<file path="config.mk">
export PLATFORM = sky130hd
export DESIGN_NAME = biriscv_mul_issue_arbiter
export DESIGN_NICKNAME = d
export VERILOG_FILES = /design/src/rtl/biriscv_mul_issue_arbiter.sv
export SDC_FILE = /design/constraint.sdc
export NUM_CORES = 1
export LEC_CHECK = 0
export ABC_CLOCK_PERIOD_IN_PS = 2250
export BUFFER_PORTS_ARGS = -buffer_cell sky130_fd_sc_hd__buf_2
export CAP_MARGIN = 20
export CORE_AREA = 10 10 128 130
export CTS_BUF_LIST = sky130_fd_sc_hd__clkbuf_16
export DETAILED_ROUTE_END_ITERATION = 16
export DIE_AREA = 0 0 138 140
export PLACE_DENSITY_LB_ADDON = 0.08
export SLEW_MARGIN = 20
export SYNTH_ARGS = -nofsm -noshare
export SYNTH_HDL_FRONTEND = slang
export SYNTH_SLANG_ARGS = --single-unit
</file>
<file path="constraint.sdc">
create_clock -name clk -period 2.25 [get_ports clk]
set_clock_uncertainty 0.05 [all_clocks]
set_input_delay 0.225 -clock clk [delete_from_list [all_inputs] [get_ports clk]]
set_output_delay 0.225 -clock clk [all_outputs]
set_load 0.01 [all_outputs]
</file>
<file path="src/rtl/biriscv_mul_issue_arbiter.sv">
// Arbitrates the shared pipelined multiplier between the two issue slots and
// tracks in-flight multiplies for writeback steering and RAW interlock.
module biriscv_mul_issue_arbiter #(
    parameter int MULT_STAGES = 2
) (
    input  logic        clk,
    input  logic        rst,

    input  logic        issue0_valid_i,
    input  logic [31:0] issue0_opcode_i,
    input  logic [4:0]  issue0_rd_idx_i,
    input  logic [31:0] issue0_ra_operand_i,
    input  logic [31:0] issue0_rb_operand_i,

    input  logic        issue1_valid_i,
    input  logic [31:0] issue1_opcode_i,
    input  logic [4:0]  issue1_rd_idx_i,
    input  logic [31:0] issue1_ra_operand_i,
    input  logic [31:0] issue1_rb_operand_i,

    input  logic        hold_i,
    input  logic        flush_i,

    output logic        issue0_accept_o,
    output logic        issue1_accept_o,

    output logic        mul_valid_o,
    output logic [31:0] mul_opcode_o,
    output logic [4:0]  mul_rd_idx_o,
    output logic [31:0] mul_ra_operand_o,
    output logic [31:0] mul_rb_operand_o,

    output logic        wb_valid_o,
    output logic        wb_slot_o,
    output logic [4:0]  wb_rd_idx_o,

    output logic [31:0] busy_rd_mask_o
);

    localparam logic [31:0] INST_MUL      = 32'h02000033;
    localparam logic [31:0] INST_MUL_MASK = 32'hfe00707f;
    localparam logic [31:0] INST_MULH     = 32'h02001033;
    localparam logic [31:0] INST_MULH_MASK = 32'hfe00707f;
    localparam logic [31:0] INST_MULHSU   = 32'h02002033;
    localparam logic [31:0] INST_MULHSU_MASK = 32'hfe00707f;
    localparam logic [31:0] INST_MULHU    = 32'h02003033;
    localparam logic [31:0] INST_MULHU_MASK = 32'hfe00707f;

    function automatic logic is_mul(input logic [31:0] op);
        is_mul = ((op & INST_MUL_MASK)    == INST_MUL)    ||
                 ((op & INST_MULH_MASK)   == INST_MULH)   ||
                 ((op & INST_MULHSU_MASK) == INST_MULHSU) ||
                 ((op & INST_MULHU_MASK)  == INST_MULHU);
    endfunction

    logic req0;
    logic req1;
    logic grant_ok;

    assign req0     = issue0_valid_i & is_mul(issue0_opcode_i);
    assign req1     = issue1_valid_i & is_mul(issue1_opcode_i);
    // rst gates the grant so every combinational output reads zero during reset
    assign grant_ok = ~hold_i & ~flush_i & ~rst;

    assign issue0_accept_o = req0 & grant_ok;
    assign issue1_accept_o = req1 & ~req0 & grant_ok;

    always_comb begin
        mul_valid_o      = 1'b0;
        mul_opcode_o     = 32'd0;
        mul_rd_idx_o     = 5'd0;
        mul_ra_operand_o = 32'd0;
        mul_rb_operand_o = 32'd0;
        if (issue0_accept_o) begin
            mul_valid_o      = 1'b1;
            mul_opcode_o     = issue0_opcode_i;
            mul_rd_idx_o     = issue0_rd_idx_i;
            mul_ra_operand_o = issue0_ra_operand_i;
            mul_rb_operand_o = issue0_rb_operand_i;
        end else if (issue1_accept_o) begin
            mul_valid_o      = 1'b1;
            mul_opcode_o     = issue1_opcode_i;
            mul_rd_idx_o     = issue1_rd_idx_i;
            mul_ra_operand_o = issue1_ra_operand_i;
            mul_rb_operand_o = issue1_rb_operand_i;
        end
    end

    // Entry 0 is e1; entry MULT_STAGES-1 lines up with the multiplier result
    logic [MULT_STAGES-1:0]      stage_valid;
    logic [MULT_STAGES-1:0]      stage_slot;
    logic [MULT_STAGES-1:0][4:0] stage_rd;

    always_ff @(posedge clk or posedge rst) begin
        if (rst) begin
            stage_valid <= '0;
            stage_slot  <= '0;
            stage_rd    <= '0;
        end else if (flush_i) begin
            stage_valid <= '0;
        end else if (!hold_i) begin
            stage_valid <= {stage_valid[MULT_STAGES-2:0], mul_valid_o};
            stage_slot  <= {stage_slot[MULT_STAGES-2:0], issue1_accept_o};
            stage_rd    <= {stage_rd[MULT_STAGES-2:0], mul_rd_idx_o};
        end
    end

    assign wb_valid_o  = stage_valid[MULT_STAGES-1];
    assign wb_slot_o   = stage_slot[MULT_STAGES-1];
    assign wb_rd_idx_o = stage_rd[MULT_STAGES-1];

    always_comb begin
        busy_rd_mask_o = 32'd0;
        for (int i = 0; i < MULT_STAGES; i++) begin
            if (stage_valid[i] && (stage_rd[i] != 5'd0))
                busy_rd_mask_o[stage_rd[i]] = 1'b1;
        end
    end

endmodule

</file>
# --- Word-level counts from Yosys, hierarchy flattened ---
# Index checks and enable logic that the tools add are counted.
totals:
  reg_bits: 14
op_classes:
  n_mux: 18
  n_eq_ne: 9
  bitwise_logic: 12
  order_cmp: 4
  n_reduce_logical: 13
op_table:
  columns: ["cell", "n"]
  rows:
  - ["$mux W32", 8]
  - ["$eq A17 B11 Y1 const B", 8]
  - ["$or A32 B32 Y32", 1]
  - ["$lt A5 B6 Y1 const B", 2]
  - ["$demux W1 S5", 2]
  - ["$ge A5 B1 Y1 const B", 2]
  - ["$mux W5", 2]
  - ["$reduce_bool A5 Y1", 2]
  - ["$and A1 B1 Y1", 7]
  - ["$logic_or A1 B1 Y1", 6]
  - ["$logic_and A1 B1 Y1", 4]
  - ["$mux W1", 4]
  - ["$mux W2", 2]
  - ["$not A1 Y1", 4]
  - ["$ne A2 B1 Y1 const B", 1]
  - ["$reduce_and A2 Y1", 1]

# --- Depth between registers and ports, before layout ---
logic_depth:
  ltp_word: 12
  ltp_mapped: 7
  ltp_nobuf: 4

# --- Worst setup path before layout ---
# OpenSTA, ideal clock, no wires.
synth_path:
  path_type: "input -> output"
  startpoint: "input issue1_opcode_i[3]"
  endpoint: "output issue1_accept_o"
  cell_stages: 5
  arrival_ns: 1.660
  required_ns: 1.975
  slack_ns: 0.315
  path_cell_list: "or4b_4 nor4_4 nand4_4 buf_6 nor2_1"
synth_between:
  elab_chain_len: 7
  elab_cells_between_ends: 10
synth_rtl:
  columns: ["item", "line_no", "source"]
  rows:
  - ["start: declaration", "16", "input logic [31:0] issue1_opcode_i,"]
  - ["$eq A17 B11 Y1 (on tied branches)", "50, 51", null]
  - ["$logic_or A1 B1 Y1", "50", "is_mul = ((op & INST_MUL_MASK) == INST_MUL) ||"]
  - ["$logic_or A1 B1 Y1", "51", "((op & INST_MULH_MASK) == INST_MULH) ||"]
  - ["$logic_or A1 B1 Y1 *", "52", "((op & INST_MULHSU_MASK) == INST_MULHSU) ||"]
  - ["$and A1 B1 Y1 *", "61", "assign req1 = issue1_valid_i & is_mul(issue1_opcode_i);"]
  - ["$and A1 B1 Y1 * (2 in series)", "66", "assign issue1_accept_o = req1 & ~req0 & grant_ok;"]
  - ["end: declaration", "25", "output logic issue1_accept_o,"]
# Every way passes the cells marked *; elsewhere a longest branch is shown, timed or not.

# --- Worst setup path after layout ---
layout_path:
  startpoint: "input issue1_opcode_i[3]"
  endpoint: "output mul_ra_operand_o[1]"
layout_between:
  elab_chain_len: 9
  elab_cells_between_ends: 12
layout_rtl:
  columns: ["item", "line_no", "source"]
  rows:
  - ["$eq A17 B11 Y1 (on tied branches)", "50, 51", null]
  - ["$logic_or A1 B1 Y1", "50", null]
  - ["$logic_or A1 B1 Y1", "51", null]
  - ["$logic_or A1 B1 Y1 *", "52", null]
  - ["$and A1 B1 Y1 *", "61", null]
  - ["$and A1 B1 Y1 * (2 in series)", "66", null]
  - ["$mux W32 *", "80", "end else if (issue1_accept_o) begin"]
  - ["$mux W32 *", "74", "if (issue0_accept_o) begin"]
  - ["end: declaration", "30", "output logic [31:0] mul_ra_operand_o,"]
# Marks and branches as above.

==> qor.csv <==
stage,metric,value,unit
run,Max Cap Violations,0,
cells_and_area,Finished Core Util,36.5,%
placement,Final Wtd Congestion,0.917,
worst_setup_path,Worst EP arrival,1990,ps
global_routing,grt total ovfl,0,
placement,port bufs,339,
yosys,synthesized area per cell,6.73,µm²
clock_network,CTS Buffer Depth,2,
global_routing,initial antenna violation count,2,
floorplanning,core footprint,0.0138,mm²
sta,Rel. slew slack,64.6,%
floorplanning,Die Y,140,µm
floorplanning,Row Count,43,
sta,Final period util,101,%
pwr,Static Leak,2.94,nW
sta,post-route setup slack,-15.8,ps
clock_network,"Reg clk slew, reported paths",50,ps
global_routing,grt met3 use,6.22,%
worst_setup_path,WS Path Type,input pin to primary output,
route,via count,4672,
route,routed vias/inst,4.90,
sta,Final Setup Violations,5,
clock_network,postcts setup bufs,0,
pwr,Worst VDD drop,0.182,mV
cells_and_area,Area Growth Syn to Fin,60.8,%
global_routing,Tot GR Track Use,17.9,%
cells_and_area,"non-filler cells, final",954,
global_routing,M1 GR Usage,19.3,%
route,1st-pass router iterations,7,
worst_setup_path,slowest CP cell,or4b_4,
sta,Max Slew Vio Count,0,
yosys,Mapped Cells,465,
yosys,"EDFF count, synth",0,
worst_setup_path,Buf/Inv on CP,3,
global_routing,grt met2 use,32.5,%
global_routing,grt peak-use layer,met2,
sta,worst-margin pin slew,531,ps
sta,hold_ws,10.1,ps
yosys,Mapped Area,0.00313,mm²
route,number of DRC markers in iteration 0,208,
run_status,failing checks,setup timing,
placement,Setup WS pre-CTS,23.3,ps
floorplanning,area of the die,0.0193,mm²
yosys,top post-synthesis cells by area,"o21ai_2 (26%), nand3_1 (15%), nand2_1 (12%), dfrtp_1 (11%), o22ai_1 (5.6%)",
clock_network,clock root buffer,clkbuf_16,
cells_and_area,Layout fillers,1545,
yosys,"count leader, synth",nand2_1,
yosys,cell taking the most area after synthesis,o21ai_2,
clock_network,htree depth,1,
floorplanning,chip width,138,µm
clock_network,Clock Latency Late Sink,240,ps
sta,fmax,441,MHz
worst_setup_path,CP peak stage delay,540,ps
run_status,outcome,finished with violations,
sta,RSZ-0062 raised after global routing,true,
yosys,Synth Register Bits,14,
placement,post-DP HPWL,16.3,mm
clock_network,CTS Sinks,14,
yosys,sequential element share of the synthesized area,11.2,%
sta,final hold violations,0,
global_routing,vias in the first global route,4761,
floorplanning,io pins,351,
yosys,Synth top cells by count,"nand2_1 (103), nand3_1 (94), o21ai_2 (93), clkbuf_1 (33), o22ai_1 (28)",
route,residual DRC count,0,
pwr,PwrDens,175,mW/mm²
worst_setup_path,CP most frequent cell,buf_2,
cells_and_area,nets,982,
yosys,ys async rst share,100,%
sta,Final min period,2270,ps
route,ANT nets after route,0,
worst_hold_path,HP Class,input pin to async pin,
route,wire per inst,20.0,µm
floorplanning,Initial Utilization,22.7,%
cells_and_area,multi-input logic area,0.00242,mm²
worst_setup_path,CP required,1980,ps
yosys,top cell type's share of synthesized area,26.0,%
worst_setup_path,CP Capture Type,primary output,
global_routing,first-pass GRT wire length,28.3,mm
yosys,yosys warns,0,
clock_network,total CTS buffers,3,
worst_setup_path,critical-path maximum fanout,45,
route,routed wire length,19.1,mm
worst_setup_path,Startpoint Class,input pin,
yosys,Synth Flop Type,dfrtp_1,
global_routing,largest net degree at the start of global routing,51,
clock_network,TritonCTS clock tree,built,
cells_and_area,share of cells above drive strength 1,61.2,%
yosys,Netlist cell types,35,
worst_setup_path,"Cell Chain, Critical Path",buf_2 -> or4b_4 -> nor4_4 -> nand4_4 -> buf_12 -> o21ai_2 -> buf_2,
worst_setup_path,"delay-heaviest family, CP",simple AND/OR/NAND/NOR gates,
placement,placed cells,949,
cells_and_area,FF/Latch Area,350,µm²
[cell usage in the layout, fill, tap and decap left out, drive strengths merged, types with 6 or more instances in the layout]
cell type    n
o21bai       6
nand3       94
mux2         6
buf        363
nor2b        6
dfrtp       14
nor2         8
conb        11
nand2b       7
nand2      103
o21ai       93
o22ai       28
[report_power, final]
part           switching [mW]  leakage [nW]  internal [mW]
clock network          0.0951        0.0385          0.234
logic                   0.142          2.70          0.159
registers          0.00000925         0.196          0.253
total                   0.237          2.94          0.646
[final cells by class]
cell class	count	area share, %
Multi-Input combinational cell	391	48.1
Timing Repair Buffer	363	38.7
Sequential cell	14	6.96
Tap cell	180	4.48
Clock buffer	3	1.49
Clock inverter	1	0.0746
Inverter	1	0.0746
Antenna cell	1	0.0497
[state kept, by name, indices dropped and copies added (netlist names)]
signal,count
stage_slot,2
wb_rd_idx_o,5
stage_valid,2
stage_rd,5
[path summary, 6_finish.rpt]
path	end	from	slack, ps	cells past startpoint
hold reg to reg	stage_slot[0]$_DFFE_PP0P_	stage_slot[0]$_DFFE_PP0P_	430	2
setup reg to reg	wb_rd_idx_o[2]$_DFFE_PP0P_	wb_rd_idx_o[2]$_DFFE_PP0P_	1210	1
hold / removal	stage_slot[0]$_DFFE_PP0P_	rst	10	2
min in group clk	stage_valid[1]$_DFFE_PP0P_	flush_i	120	2
max in group asynchronous	stage_rd[0]$_DFFE_PP0P_	rst	1780	2
setup / recovery	mul_ra_operand_o[1]	issue1_opcode_i[3]	-20	7
[metrics by stage]
stage                     instance area, µm²  TNS, ps  power, mW
after global routing                    5030    -1670      0.935
final                                   5030    -35.1      0.882
after floorplan                         3170        0      0.362
after detailed placement                4940        0      0.556
after global placement                  4940        0      0.551
after CTS                               5020        0      0.891
[routing by layer]
metal	vias to the layer above	share of wire [%]	wire length (µm)
li1	2281	-	-
met1	2152	37	7030
met2	223	52	9950
met3	14	9.1	1740
met4	2	1.8	342
met5	-	0.068	13
[cells by family (layout without fill, tap and decap cells)]
kind of cell    after synthesis  after routing  synth area share, %
simple gates                237            237                 37.2
compound gates              136            136                 36.2
buf+inv                      70            368                 12.8
flops                        14             14                 11.2
mux                           7              7                 2.48
other cells                   1             12                0.120
[repair_timing]
| action | in CTS | in global routing |
|---|---|---|
| setup endpoints to repair | 0 | 59 |
| resized for setup | 0 | 2 |
| hold buffers | 0 | 0 |
No activity file was read; power rests on OpenSTA's default activity.
